**src/rtl/llc_req_tracker_pkg.sv**
```systemverilog
// Shared types for the LLC request tracker: entry state encoding, entry record,
// response-kind constants and the set-field helper.
package llc_req_tracker_pkg;

  localparam int N_ENTRIES   = 4;
  localparam int LINE_ADDR_W = 26;
  localparam int SET_W       = 8;
  localparam int REQ_ID_W    = 4;
  localparam int INVACK_W    = 4;
  localparam int IDX_W       = $clog2(N_ENTRIES);
  localparam int BUSY_W      = IDX_W + 1;

  typedef enum logic [1:0] {
    TRK_IDLE = 2'd0,
    TRK_WAIT = 2'd1,
    TRK_DONE = 2'd2
  } trk_state_e;

  typedef struct packed {
    trk_state_e               state;
    logic [LINE_ADDR_W-1:0]   line_addr;
    logic [REQ_ID_W-1:0]      req_id;
    logic                     is_getm;
    logic [INVACK_W-1:0]      cnt;
    logic                     need_data;
  } llc_trk_entry_t;

  localparam logic RSP_INVACK = 1'b0;
  localparam logic RSP_DATA   = 1'b1;

  function automatic logic [SET_W-1:0] set_of(input logic [LINE_ADDR_W-1:0] addr);
    return addr[SET_W-1:0];
  endfunction

endpackage

```
**src/rtl/llc_req_tracker_if.sv**
```systemverilog
// Alloc / response / completion bundle between the LLC pipeline and the tracker.
interface llc_req_tracker_if;
  import llc_req_tracker_pkg::*;

  // alloc and done transfer on a cycle where valid && ready; valid never waits on ready.
  // rsp has no ready: a response is consumed in the cycle rsp_valid is high.
  logic                         alloc_valid;
  logic                         alloc_ready;
  logic [LINE_ADDR_W-1:0]       alloc_line_addr;
  logic [REQ_ID_W-1:0]          alloc_req_id;
  logic                         alloc_is_getm;
  logic [INVACK_W-1:0]          alloc_invack_cnt;
  logic                         alloc_need_data;
  logic                         alloc_conflict;
  logic [IDX_W-1:0]             alloc_idx;
  logic                         rsp_valid;
  logic [LINE_ADDR_W-1:0]       rsp_line_addr;
  logic                         rsp_is_data;
  logic                         rsp_err;
  logic                         done_valid;
  logic                         done_ready;
  logic [LINE_ADDR_W-1:0]       done_line_addr;
  logic [REQ_ID_W-1:0]          done_req_id;
  logic                         done_is_getm;
  logic [BUSY_W-1:0]            busy_count;
  trk_state_e [N_ENTRIES-1:0]   dbg_state;

  modport slave (
    input  alloc_valid, alloc_line_addr, alloc_req_id, alloc_is_getm,
           alloc_invack_cnt, alloc_need_data, rsp_valid, rsp_line_addr,
           rsp_is_data, done_ready,
    output alloc_ready, alloc_conflict, alloc_idx, rsp_err, done_valid,
           done_line_addr, done_req_id, done_is_getm, busy_count, dbg_state
  );

  modport master (
    output alloc_valid, alloc_line_addr, alloc_req_id, alloc_is_getm,
           alloc_invack_cnt, alloc_need_data, rsp_valid, rsp_line_addr,
           rsp_is_data, done_ready,
    input  alloc_ready, alloc_conflict, alloc_idx, rsp_err, done_valid,
           done_line_addr, done_req_id, done_is_getm, busy_count, dbg_state
  );

endinterface

```
**src/rtl/llc_req_tracker_prio_enc.sv**
```systemverilog
// Lowest-index-set priority encoder; idx is 0 when nothing is requested.
module llc_trk_prio_enc #(
  parameter int N = 4,
  parameter int W = $clog2(N)
) (
  input  logic [N-1:0] req,
  output logic         found,
  output logic [W-1:0] idx
);

  always_comb begin
    found = 1'b0;
    idx   = '0;
    for (int i = N - 1; i >= 0; i--) begin
      if (req[i]) begin
        found = 1'b1;
        idx   = W'(i);
      end
    end
  end

endmodule

```
**src/rtl/llc_req_tracker.sv**
```systemverilog
// LLC-side tracker of in-flight GetS/GetM transactions: counts invacks and owner
// data per entry, holds one transaction per set, and hands completions to the pipeline.
module llc_req_tracker
  import llc_req_tracker_pkg::*;
(
  input logic          clk,
  input logic          rst,
  llc_req_tracker_if.slave bus
);

  llc_trk_entry_t        ent [N_ENTRIES];
  logic [N_ENTRIES-1:0]  free_vec, done_vec;
  logic                  free_found, done_found, conflict;
  logic [IDX_W-1:0]      free_idx, done_idx, sel_idx, rsp_idx;
  logic                  alloc_ready_w, alloc_fire, done_fire;
  logic                  rsp_hit, rsp_ok;
  logic [INVACK_W-1:0]   upd_cnt;
  logic                  upd_need;
  logic                  hold_q;
  logic [IDX_W-1:0]      hold_idx_q;
  logic [BUSY_W-1:0]     busy_q;
  logic                  err_q;

  always_comb begin
    free_vec = '0;
    done_vec = '0;
    conflict = 1'b0;
    rsp_hit  = 1'b0;
    rsp_idx  = '0;
    for (int i = 0; i < N_ENTRIES; i++) begin
      free_vec[i] = (ent[i].state == TRK_IDLE);
      done_vec[i] = (ent[i].state == TRK_DONE);
      if (ent[i].state != TRK_IDLE) begin
        if (set_of(ent[i].line_addr) == set_of(bus.alloc_line_addr)) conflict = 1'b1;
        if (ent[i].line_addr == bus.rsp_line_addr) begin
          rsp_hit = 1'b1;
          rsp_idx = IDX_W'(i);
        end
      end
    end
  end

  llc_trk_prio_enc #(.N(N_ENTRIES)) u_free_sel (.req(free_vec), .found(free_found), .idx(free_idx));
  llc_trk_prio_enc #(.N(N_ENTRIES)) u_done_sel (.req(done_vec), .found(done_found), .idx(done_idx));

  // A presented completion is pinned until taken, even if a lower entry finishes meanwhile.
  assign sel_idx       = hold_q ? hold_idx_q : done_idx;
  assign alloc_ready_w = free_found && !conflict;
  assign alloc_fire    = bus.alloc_valid && alloc_ready_w;
  assign done_fire     = done_found && bus.done_ready;

  // At most one non-IDLE entry can hold a given line, so the match is unique.
  assign rsp_ok   = rsp_hit && (ent[rsp_idx].state == TRK_WAIT) &&
                    ((bus.rsp_is_data == RSP_INVACK) ? (ent[rsp_idx].cnt != '0)
                                                     : ent[rsp_idx].need_data);
  assign upd_cnt  = (bus.rsp_is_data == RSP_INVACK) ? ent[rsp_idx].cnt - INVACK_W'(1)
                                                    : ent[rsp_idx].cnt;
  assign upd_need = (bus.rsp_is_data == RSP_INVACK) ? ent[rsp_idx].need_data : 1'b0;

  always_ff @(posedge clk) begin
    if (rst) begin
      for (int i = 0; i < N_ENTRIES; i++) ent[i] <= '0;
      hold_q     <= 1'b0;
      hold_idx_q <= '0;
      busy_q     <= '0;
      err_q      <= 1'b0;
    end else begin
      err_q      <= bus.rsp_valid && !rsp_ok;
      busy_q     <= busy_q + BUSY_W'(alloc_fire) - BUSY_W'(done_fire);
      hold_q     <= done_found && !bus.done_ready;
      hold_idx_q <= sel_idx;
      for (int i = 0; i < N_ENTRIES; i++) begin
        case (ent[i].state)
          TRK_IDLE: begin
            if (alloc_fire && free_idx == IDX_W'(i)) begin
              ent[i].line_addr <= bus.alloc_line_addr;
              ent[i].req_id    <= bus.alloc_req_id;
              ent[i].is_getm   <= bus.alloc_is_getm;
              ent[i].cnt       <= bus.alloc_invack_cnt;
              ent[i].need_data <= bus.alloc_need_data;
              ent[i].state     <= (bus.alloc_invack_cnt == '0 && !bus.alloc_need_data)
                                  ? TRK_DONE : TRK_WAIT;
            end
          end
          TRK_WAIT: begin
            if (bus.rsp_valid && rsp_ok && rsp_idx == IDX_W'(i)) begin
              ent[i].cnt       <= upd_cnt;
              ent[i].need_data <= upd_need;
              if (upd_cnt == '0 && !upd_need) ent[i].state <= TRK_DONE;
            end
          end
          TRK_DONE: begin
            if (done_fire && sel_idx == IDX_W'(i)) ent[i] <= '0;
          end
          default: ent[i] <= '0;
        endcase
      end
    end
  end

  assign bus.alloc_ready    = alloc_ready_w;
  assign bus.alloc_conflict = conflict;
  assign bus.alloc_idx      = free_idx;
  assign bus.rsp_err        = err_q;
  assign bus.done_valid     = done_found;
  assign bus.done_line_addr = ent[sel_idx].line_addr;
  assign bus.done_req_id    = ent[sel_idx].req_id;
  assign bus.done_is_getm   = ent[sel_idx].is_getm;
  assign bus.busy_count     = busy_q;

  always_comb begin
    for (int i = 0; i < N_ENTRIES; i++) bus.dbg_state[i] = ent[i].state;
  end

endmodule

```
**src/flat_wrapper.sv**
```systemverilog
// flat-port wrapper written by rule: the top's interface ports become plain ports
module llc_req_tracker_flat import llc_req_tracker_pkg::*;
  (clk, rst, bus_alloc_valid, bus_alloc_line_addr, bus_alloc_req_id, bus_alloc_is_getm, bus_alloc_invack_cnt, bus_alloc_need_data, bus_rsp_valid, bus_rsp_line_addr, bus_rsp_is_data, bus_done_ready, bus_alloc_ready, bus_alloc_conflict, bus_alloc_idx, bus_rsp_err, bus_done_valid, bus_done_line_addr, bus_done_req_id, bus_done_is_getm, bus_busy_count, bus_dbg_state);
  llc_req_tracker_if bus_i ();
  input logic clk;
  input logic rst;
  input wire logic [$bits(bus_i.alloc_valid)-1:0] bus_alloc_valid;
  input wire logic [$bits(bus_i.alloc_line_addr)-1:0] bus_alloc_line_addr;
  input wire logic [$bits(bus_i.alloc_req_id)-1:0] bus_alloc_req_id;
  input wire logic [$bits(bus_i.alloc_is_getm)-1:0] bus_alloc_is_getm;
  input wire logic [$bits(bus_i.alloc_invack_cnt)-1:0] bus_alloc_invack_cnt;
  input wire logic [$bits(bus_i.alloc_need_data)-1:0] bus_alloc_need_data;
  input wire logic [$bits(bus_i.rsp_valid)-1:0] bus_rsp_valid;
  input wire logic [$bits(bus_i.rsp_line_addr)-1:0] bus_rsp_line_addr;
  input wire logic [$bits(bus_i.rsp_is_data)-1:0] bus_rsp_is_data;
  input wire logic [$bits(bus_i.done_ready)-1:0] bus_done_ready;
  output wire logic [$bits(bus_i.alloc_ready)-1:0] bus_alloc_ready;
  output wire logic [$bits(bus_i.alloc_conflict)-1:0] bus_alloc_conflict;
  output wire logic [$bits(bus_i.alloc_idx)-1:0] bus_alloc_idx;
  output wire logic [$bits(bus_i.rsp_err)-1:0] bus_rsp_err;
  output wire logic [$bits(bus_i.done_valid)-1:0] bus_done_valid;
  output wire logic [$bits(bus_i.done_line_addr)-1:0] bus_done_line_addr;
  output wire logic [$bits(bus_i.done_req_id)-1:0] bus_done_req_id;
  output wire logic [$bits(bus_i.done_is_getm)-1:0] bus_done_is_getm;
  output wire logic [$bits(bus_i.busy_count)-1:0] bus_busy_count;
  output wire logic [$bits(bus_i.dbg_state)-1:0] bus_dbg_state;
  assign bus_i.alloc_valid = bus_alloc_valid;
  assign bus_i.alloc_line_addr = bus_alloc_line_addr;
  assign bus_i.alloc_req_id = bus_alloc_req_id;
  assign bus_i.alloc_is_getm = bus_alloc_is_getm;
  assign bus_i.alloc_invack_cnt = bus_alloc_invack_cnt;
  assign bus_i.alloc_need_data = bus_alloc_need_data;
  assign bus_i.rsp_valid = bus_rsp_valid;
  assign bus_i.rsp_line_addr = bus_rsp_line_addr;
  assign bus_i.rsp_is_data = bus_rsp_is_data;
  assign bus_i.done_ready = bus_done_ready;
  assign bus_alloc_ready = bus_i.alloc_ready;
  assign bus_alloc_conflict = bus_i.alloc_conflict;
  assign bus_alloc_idx = bus_i.alloc_idx;
  assign bus_rsp_err = bus_i.rsp_err;
  assign bus_done_valid = bus_i.done_valid;
  assign bus_done_line_addr = bus_i.done_line_addr;
  assign bus_done_req_id = bus_i.done_req_id;
  assign bus_done_is_getm = bus_i.done_is_getm;
  assign bus_busy_count = bus_i.busy_count;
  assign bus_dbg_state = bus_i.dbg_state;
  llc_req_tracker u_core (.clk(clk), .rst(rst), .bus(bus_i));
endmodule
```
**config.mk**
```make
export PLATFORM = sky130hd
export DESIGN_NAME = llc_req_tracker_flat
export DESIGN_NICKNAME = d
export VERILOG_FILES = /design/src/rtl/llc_req_tracker_pkg.sv /design/src/rtl/llc_req_tracker_if.sv /design/src/rtl/llc_req_tracker_prio_enc.sv /design/src/rtl/llc_req_tracker.sv /design/src/flat_wrapper.sv
export SDC_FILE = /design/constraint.sdc
export NUM_CORES = 1
export LEC_CHECK = 0
export ABC_AREA = 1
export BUFFER_PORTS_ARGS = -buffer_cell sky130_fd_sc_hd__buf_2
export CORE_MARGIN = 4
export CORE_UTILIZATION = 35
export CTS_BUF_LIST = sky130_fd_sc_hd__clkbuf_16
export DETAILED_ROUTE_END_ITERATION = 10
export PLACE_DENSITY_LB_ADDON = 0.12
export SYNTH_ARGS = -nofsm -noshare
export SYNTH_HDL_FRONTEND = slang
export SYNTH_SLANG_ARGS = --single-unit
```
**constraint.sdc**
```tcl
create_clock -name clk -period 3.9 [get_ports clk]
set_input_delay 0 -clock clk [delete_from_list [all_inputs] [get_ports clk]]
set_output_delay 0 -clock clk [all_outputs]
set_load 0.02 [all_outputs]
```
==> results of run 1 <==
[cells by family (layout without fill, tap and decap cells)]
family                   after synthesis  in the layout  synth area share, %
flip-flops                           159            159                 45.8
AO/OA/AOI/OAI                        125            125                 8.19
AND/OR/NAND/NOR                      765            765                 31.2
XOR/XNOR                              46             46                 3.99
buffers and inverters                268            434                 10.3
adder cells (fa/ha/maj)                4              4                0.560
[per-layer routing]
| metal | global-route usage [%] | wire, um | vias to the layer above |
|---|---|---|---|
| li1 | - | - | 4703 |
| met1 | 35.3 | 18200 | 4595 |
| met2 | 40.1 | 18400 | 352 |
| met3 | 3.57 | 2250 | 48 |
| met4 | 6.82 | 843 | 2 |
| met5 | 0 | 7 | - |
[per-stage QoR]
stage / instance area [sq um] / std cells / power, mW / hold WS [ps] / utilization [%]
after floorplan: 10300 / 1367 / 2.75 / 76.8 / -
after CTS: 12300 / 1914 / 4.92 / 6.72 / 42.6
after detailed placement: 11400 / 1852 / 3.21 / 187 / 39.5
after global routing: 12300 / 1917 / 5.12 / 34.9 / 42.7
final: 12300 / 1917 / 4.91 / 28.1 / 42.7
after global placement: 11400 / 1852 / 3.21 / 187 / 39.5
[worst max-delay path, cell delays in order, from the launching register on]
cell	delay, ps
edfxtp_1	470
nor2_1	80
buf_4	150
a21oi_1	150
nand2_1	70
nor2_1	210
nand3_1	170
nor2_4	250
nand2_1	80
nand2_1	70
inv_1	40
nand3_1	110
inv_1	60
ha_1	180
nand2_1	100
nor2_1	60
nand2_1	100
nand2_2	120
nor2_8	190
nand2_2	80
nand2_2	100
inv_1	70
nand4_1	70
buf_4	160
[worst paths after layout]
check	from	endpoint	slack [ps]	cells past startpoint
hold / removal	bus_alloc_invack_cnt[3]	u_core.ent[2][4]	30	3
setup reg to reg	u_core.ent[3][37]	u_core.ent[2][0]	450	23
setup / recovery	u_core.ent[3][37]	u_core.ent[2][0]	450	23
hold reg to reg	u_core.bus.busy_count[1]	u_core.bus.busy_count[2]	520	1
[sequential cells by signal, indices dropped and copies added (netlist names)]
name	flops
u_core.ent	152
u_core.bus.busy_count	3
u_core.hold_idx_q	2
u_core.bus.rsp_err	1
u_core.hold_q	1
[where the power goes]
part,leakage (nW),internal (mW),total [mW],switching [mW]
Combinational,3.93,0.346,1.09,0.748
Sequential,1.65,2.01,2.11,0.103
Clock,0.293,0.862,1.70,0.837
Total,5.87,3.22,4.91,1.69
[repair_timing]
action	CTS	global route
resized for setup	0	1
buffers inserted	0	3
hold endpoints to repair	101	0
endpoints found under the setup margin	0	7
hold buffers	30	0
[area by class of cell]
type | instances | area, sq um
inverters | 228 | 856
repair buffers | 174 | 1140
flip-flops and latches | 159 | 4700
multi-input cells | 940 | 4530
clock inverters | 15 | 166
fillers | 2993 | 16500
clock buffers | 17 | 425
well taps | 384 | 480
[cell usage in the layout, fill, tap and decap left out, drive strengths merged, types with 2 or more instances in the layout]
| cell type | count |
|---|---|
| a21oi | 18 |
| a221o | 3 |
| a22oi | 30 |
| and2 | 3 |
| buf | 144 |
| clkbuf | 17 |
| clkinv | 6 |
| dfxtp | 7 |
| dlygate4sd3 | 30 |
| edfxtp | 152 |
| ha | 3 |
| inv | 237 |
| nand2 | 384 |
| nand3 | 61 |
| nand3b | 4 |
| nand4 | 32 |
| nor2 | 260 |
| nor3 | 12 |
| nor4 | 4 |
| o2111ai | 2 |
| o21ai | 36 |
| o221ai | 19 |
| o22ai | 12 |
| o31ai | 2 |
| or2 | 4 |
| xnor2 | 31 |
| xor2 | 15 |
==> qor.yml, run 1 <==
finalHoldViolations: 0
drive_gt1_share_pct: 15.0
worst-endpoint-arrival_ps: 3600
dp_slack_ps: 364
dieHeight_um: 179
finalWorstSetupSlack_ps: 449
synth_edf_count: 152
die-area_sq_mm: 0.0322
ys.flop_type: "edfxtp_1"
tns_ps: 0
cts_buffers: 17
postSynthCellCount: 1367
synth-seq-area-share_pct: 45.8
cts.reportedPaths.clkPinSlew_ps: 80
ir_drop_uv: 260
coreArea_sq_mm: 0.0289
critPathLaunchType: "flop"
yosysTopAreaCell: "edfxtp_1"
leakage_nw: 5.87
grt_pass1_vias: 9474
drt-wirelength-per-cell_um: 20.7
fin_crit_ps: 3450
period_share_pct: 88.5
pwr_density_cell_mw_per_mm2: 399
setup-violations-final: 0
yosys_warnings: 0
ys_types: 46
drc: 0
grt_max_degree: 39
first_iter_violations: 1106
port_buffers: 115
path_class: "reg2reg"
cts_max_level: 4
die_w_um: 179
track_usage_pct: 24.9
start_util_pct: 35.6
cp_max_fo: 9
synthArstFlopShare_pct: 0
status: "finished, final reports clean"
fin_nets: 1592
ys_seq_elements: 159
fin_skew_ps: 15.9
place.gp.congestion: 1.00
synth.avg_cell_area_sq_um: 7.52
rows: 62
maxCapViolations: 0
wl_um: 39700
tritoncts: "yes"
cts_max_path_buffers: 2
relSlewSlack_pct: 60.2
syn_area_sq_mm: 0.0103
cp-end-kind: "flop"
vias: 9700
antenna_found_initial: 1
cts.sinks: 159
cts-root-buf: "clkbuf_16"
timing.fmax_ghz: 0.290
io_pins: 116
dp_hpwl_um: 29800
drt_pass1_iterations: 5
grt_setup_unrepaired: "no"
synth_most_common_cell: "nand2_1"
via_per_inst: 5.06
grt_pass1_wl_um: 59000
synth_common_cells: "nand2_1, nor2_1, inv_1"
synth_area_leaders: "edfxtp_1, nand2_1, nor2_1"
area_growth_pct: 19.7
netlist.area_leader.share_pct: 44.4
clk_latency_ps: 440
slew_viol_final: 0
antenna_left: 0
cp.required_ps: 4050
tightest_slew_ps: 597
min_path_type: "in2reg"
antenna_cells: 0
synth_nets: 1439
grt-ovfl-total: 0
No activity file was read; power rests on OpenSTA's default activity.
==> run 2, diff against run 1 <==
--- a/config.mk
+++ b/config.mk
@@ -7,6 +7,9 @@
 export LEC_CHECK = 0
 export ABC_AREA = 1
 export BUFFER_PORTS_ARGS = -buffer_cell sky130_fd_sc_hd__buf_2
+export CAP_MARGIN = 10
+export CELL_PAD_IN_SITES_DETAIL_PLACEMENT = 1
+export CELL_PAD_IN_SITES_GLOBAL_PLACEMENT = 1
 export CORE_MARGIN = 4
 export CORE_UTILIZATION = 35
 export CTS_BUF_LIST = sky130_fd_sc_hd__clkbuf_16
==> constraint.sdc (replaced) <==
create_clock -name clk -period 3.4 [get_ports clk]
set_input_delay 0 -clock clk [delete_from_list [all_inputs] [get_ports clk]]
set_output_delay 0 -clock clk [all_outputs]
set_load 0.02 [all_outputs]
==> run 2 against run 1 <==
- final cell count rose by 1.7%
- wire length is 7.6% higher
- clock power increased by 12%
- combinational power rose by 23%
- worst setup slack got worse by 290 ps
- die area did not move
- global-route usage is 1.9 points higher
- cell area increased by 3.2%
- count of clock-buffer cells in the layout unchanged
- hold slack improved by 8.2 ps
- first-iteration DRC count is 17% lower
- critical endpoint is now u_core.ent[2][2]
==> qor.yml, run 2 (synthesis gave the netlist of run 1 again) <==
status: "finished, final reports clean"
most-common-layout-cells: "nand2_1, nor2_1, inv_1"
tritoncts: "yes"
timing.fmax_ghz: 0.309
drc: 0
min_path_type: "in2reg"
cts_max_path_buffers: 2
relSlewSlack_pct: 56.2
via_per_inst: 5.17
die-area_sq_mm: 0.0322
area_growth_pct: 23.5
cp_max_fo: 5
worst-endpoint-arrival_ps: 3450
place.gp.congestion: 0.948
largest_reg_flops: 152
drt-met1-wl_um: 19900
cts_max_level: 4
antenna_found_initial: 0
cp.required_ps: 3610
grt_pass1_vias: 10300
cts.reportedPaths.clkPinSlew_ps: 70
antenna_cells: 0
dp_hpwl_um: 32100
critPathLaunchType: "flop"
final_common_cell: "nand2_1"
maxCapViolations: 0
fin_nets: 1624
regMostFlops: "u_core.ent"
clk_latency_ps: 450
first_iter_violations: 923
fin_crit_ps: 3240
path_class: "reg2reg"
combPwrFrac_pct: 23.6
drt-wirelength-per-cell_um: 21.9
p_clk_share_pct: 33.7
port_buffers: 115
grt-ovfl-total: 0
swShare_pct: 33.7
dieHeight_um: 179
highest_layer: "met4"
leakage_nw: 6.09
antenna_left: 0
pwr_density_cell_mw_per_mm2: 446
drt_pass1_iterations: 5
wl_met3_um: 2740
tightest_slew_ps: 655
ir_drop_uv: 312
grt_max_degree: 39
track_usage_pct: 26.8
start_util_pct: 35.6
drive_gt1_share_pct: 18.7
grt_pass1_wl_um: 63500
wl_met2_um: 19300
die_w_um: 179
fill_cells: 3607
cp-end-kind: "flop"
slew_viol_final: 0
seq_power_share_pct: 42.7
p_sw_mw: 1.91
period_share_pct: 95.3
regArea_sq_mm: 0.00470
internal_power_mw: 3.76
fin_util_pct: 44.0
cts_buffers: 17
vias: 10100
cts.sinks: 159
finalPower_mw: 5.67
finalHoldViolations: 0
coreArea_sq_mm: 0.0289
setup-violations-final: 0
multi_input_comb_area_sq_mm: 0.00467
wl_um: 42800
io_pins: 116
rows: 62
fin_skew_ps: 11.1
cts-root-buf: "clkbuf_16"
-- run 2: cell count changes in the layout (fill, tap and decap cells not counted), sizes merged --
cell,previous run,this run
inv,237,233
clkinvlp,0,1
buf,144,175
dlygate4sd3,30,31
bufinv,0,1
clkinv,6,8
-- run 2: final timing paths --
path	slack [ps]	to	depth (start not counted)	from
setup / recovery	160	u_core.ent[2][2]	22	u_core.ent[2][10]
hold / removal	40	u_core.ent[1][16]	3	bus_alloc_line_addr[6]
setup reg to reg	160	u_core.ent[2][2]	22	u_core.ent[2][10]
hold reg to reg	520	u_core.bus.busy_count[2]	1	u_core.bus.busy_count[1]
-- run 2: final cells by class --
class                           instances  area share, %
Clock buffer                           17           3.35
Clock inverter                         15           1.07
Inverter                              228           6.74
Multi-Input combinational cell        940           36.8
Sequential cell                       159           37.0
Tap cell                              384           3.78
Timing Repair Buffer                  206           11.2
-- run 2: per-stage QoR --
stage	worst slack [ps]	TNS [ps]	hold slack [ps]	cell area (sq um)	std cells
finish	161	0	36.2	12700	1949
global route	-29.7	-148	44.6	12700	1949
CTS	3.93	0	17.5	12400	1931
detailed placement	-131	-3130	188	11500	1867
global placement	-38.2	-291	183	11500	1867
floorplan	237	0	76.8	10300	1367
-- run 2: layer usage --
layer	GRT usage [%]	vias to the layer above
met5	0	-
met4	6.16	0
met3	4.62	44
met2	42.3	324
met1	38.9	4944
li1	-	4767
-- run 2: critical path: stages (launching register included) --
cell and delay, ps:
edfxtp_1 440, buf_4 170, buf_4 130, xnor2_1 220
nand2_1 80, nor2_1 140, nand2_1 70, nor2_1 90
nand2_1 80, nand4_1 170, nand3_1 160, inv_1 90
ha_1 140, nand2_1 80, nor2_1 140, nand2_2 90
nand2_4 120, nor2_8 40, nand2_2 80, nand2_2 60
inv_1 110, nand4_1 110, buf_4 210
-- run 2: repair_timing --
item / CTS / global route
resized for setup: 5 / 33
pin swaps: 0 / 12
cloned: 0 / 0
endpoints found under the hold margin: 103 / 0
endpoints found under the setup margin: 47 / 58
setup buffers: 1 / 18
hold buffers: 31 / 0
-- run 2: power groups by stage --
stage | registers, mW | logic, mW | clock network, mW
after floorplan | 2.44 | 0.712 | 0
after global placement | 2.46 | 1.24 | 0
after detailed placement | 2.46 | 1.26 | 0
after CTS | 2.42 | 1.30 | 1.93
after global routing | 2.43 | 1.46 | 2.01
final | 2.42 | 1.34 | 1.91
==> run 3, diff against run 2 <==
--- a/config.mk
+++ b/config.mk
@@ -8,10 +8,10 @@
 export ABC_AREA = 1
 export BUFFER_PORTS_ARGS = -buffer_cell sky130_fd_sc_hd__buf_2
 export CAP_MARGIN = 10
-export CELL_PAD_IN_SITES_DETAIL_PLACEMENT = 1
-export CELL_PAD_IN_SITES_GLOBAL_PLACEMENT = 1
+export CELL_PAD_IN_SITES_DETAIL_PLACEMENT = 0
+export CELL_PAD_IN_SITES_GLOBAL_PLACEMENT = 2
 export CORE_MARGIN = 4
-export CORE_UTILIZATION = 35
+export CORE_UTILIZATION = 25
 export CTS_BUF_LIST = sky130_fd_sc_hd__clkbuf_16
 export DETAILED_ROUTE_END_ITERATION = 10
 export PLACE_DENSITY_LB_ADDON = 0.12
==> constraint.sdc (replaced) <==
create_clock -name clk -period 3.35 [get_ports clk]
set_input_delay 0 -clock clk [delete_from_list [all_inputs] [get_ports clk]]
set_output_delay 0 -clock clk [all_outputs]
set_load 0.02 [all_outputs]
==> run 3 against run 2 <==
- sequential power is essentially flat
- clock skew grew 5.7 ps
- clock power is essentially flat
- cell area up 4.9%
- critical path type unchanged
- critical endpoint is now u_core.ent[2][1]
- largest power group unchanged
==> qor.yml, run 3 (synthesis gave the netlist of run 1 again) <==
status: "finished, final reports clean"
cp_max_fo: 5
die_w_um: 211
cts.sinks: 159
drive_gt1_share_pct: 21.3
timing.fmax_ghz: 0.320
worst-endpoint-arrival_ps: 3310
drc: 0
finalPower_mw: 5.81
cts_max_path_buffers: 2
regMostFlops: "u_core.ent"
tightest_slew_ps: 704
holdWs_ps: 28.6
r2r_cells: 20
drt-met1-wl_um: 23100
area_growth_pct: 29.6
antenna_cells: 0
port_buffers: 115
fill_cells: 4444
cp-end-kind: "flop"
dp.cells: 2048
track_usage_pct: 20.6
fin_crit_ps: 3130
layout.cells.non_filler: 2128
final_common_cell: "nand2_1"
largest_reg_flops: 152
drt_pass1_iterations: 5
rows: 74
antenna_left: 0
tritoncts: "yes"
period_share_pct: 93.4
fin_util_pct: 32.7
place.gp.congestion: 0.876
grt_pass1_vias: 9930
wl_met2_um: 19800
ir_drop_uv: 355
coreArea_sq_mm: 0.0407
finalHoldViolations: 0
vias: 9859
hold_depth: 3
grt_max_degree: 32
relSlewSlack_pct: 52.9
grt_pass1_wl_um: 66600
setup-violations-final: 0
cp.required_ps: 3530
regArea_sq_mm: 0.00470
antenna_found_initial: 0
grt-ovfl-total: 0
start_util_pct: 25.2
cts_max_level: 4
maxCapViolations: 0
die-area_sq_mm: 0.0444
cts.reportedPaths.clkPinSlew_ps: 60
leakage_nw: 6.29
drt-wirelength-per-cell_um: 21.6
fin_nets: 1656
cts-root-buf: "clkbuf_16"
dieHeight_um: 211
highest_layer: "met4"
slew_viol_final: 0
wl_um: 45900
min_path_type: "in2reg"
most-common-layout-cells: "nand2_1, nor2_1, inv_1"
cts_buffers: 17
critPathLaunchType: "flop"
path_class: "reg2reg"
dp_hpwl_um: 36000
via_per_inst: 4.63
wl_met3_um: 2200
clk_latency_ps: 470
fin_skew_ps: 16.8
pwr_density_cell_mw_per_mm2: 436
first_iter_violations: 821
io_pins: 116
multi_input_comb_area_sq_mm: 0.00481
==> run 3: cell count changes in the layout (fill, tap and decap cells not counted), sizes merged <==
cell	delta
clkinv	-3
inv	-2
bufinv	+1
buf	+30
clkinvlp	+3
nor2	+1
dlygate4sd3	+1
==> run 3: repair_timing <==
| item | CTS | global route |
|---|---|---|
| setup buffers | 5 | 11 |
| endpoints found under the hold margin | 107 | 0 |
| pin swaps | 5 | 24 |
| hold buffers | 32 | 0 |
| resized for setup | 13 | 50 |
| cloned | 0 | 1 |
| endpoints found under the setup margin | 53 | 102 |
==> run 3: metal layers <==
metal,vias to the layer above,global-route usage [%]
met1,4722,30.9
met4,0,5.28
met5,-,0
met3,41,3.49
li1,4831,-
met2,265,30.9
==> run 3: report_power, final <==
part           switching [mW]  internal (mW)  leakage [nW]
sequential              0.113           2.34          1.65
clock                   0.845           1.08         0.266
combinational           0.960          0.477          4.37
==> run 3: worst max-delay path, cell delays in order (launching register included) <==
cell	delay, ps
edfxtp_1	480
xnor2_4	280
buf_4	160
nand3_1	60
nor2_1	130
nand2_1	60
nor2_1	90
nand4_1	260
nand3_2	170
inv_1	60
ha_2	170
nand2_2	80
nor2_2	50
nand2_2	100
nand2_4	80
nor2_8	160
nand2_2	70
nand2_2	70
inv_1	70
nand4_1	110
buf_6	140
==> run 3: metrics by stage <==
step	TNS, ps	cell area [sq um]	setup WS [ps]
final	0	13300	222
after global routing	-171	13300	-29.7
after CTS	0	13000	4.05
after detailed placement	-19140	12100	-516
after global placement	-17500	12100	-419
after floorplan	0	10300	187
==> run 3: final timing paths <==
path | start | endpoint | slack (ps)
worst max-delay path | u_core.ent[1][11] | u_core.ent[2][1] | 220
worst min-delay path | bus_alloc_line_addr[6] | u_core.ent[0][16] | 30
worst max register to register | u_core.ent[1][11] | u_core.ent[2][1] | 220
worst min register to register | u_core.bus.busy_count[1] | u_core.bus.busy_count[2] | 510
==> run 3: area by class of cell <==
cell class	instances	area share, %
inverters	228	6.42
clock buffers	17	3.19
well taps	532	4.99
repair buffers	237	13.1
multi-input cells	941	36.1
clock inverters	14	0.958
flip-flops and latches	159	35.3
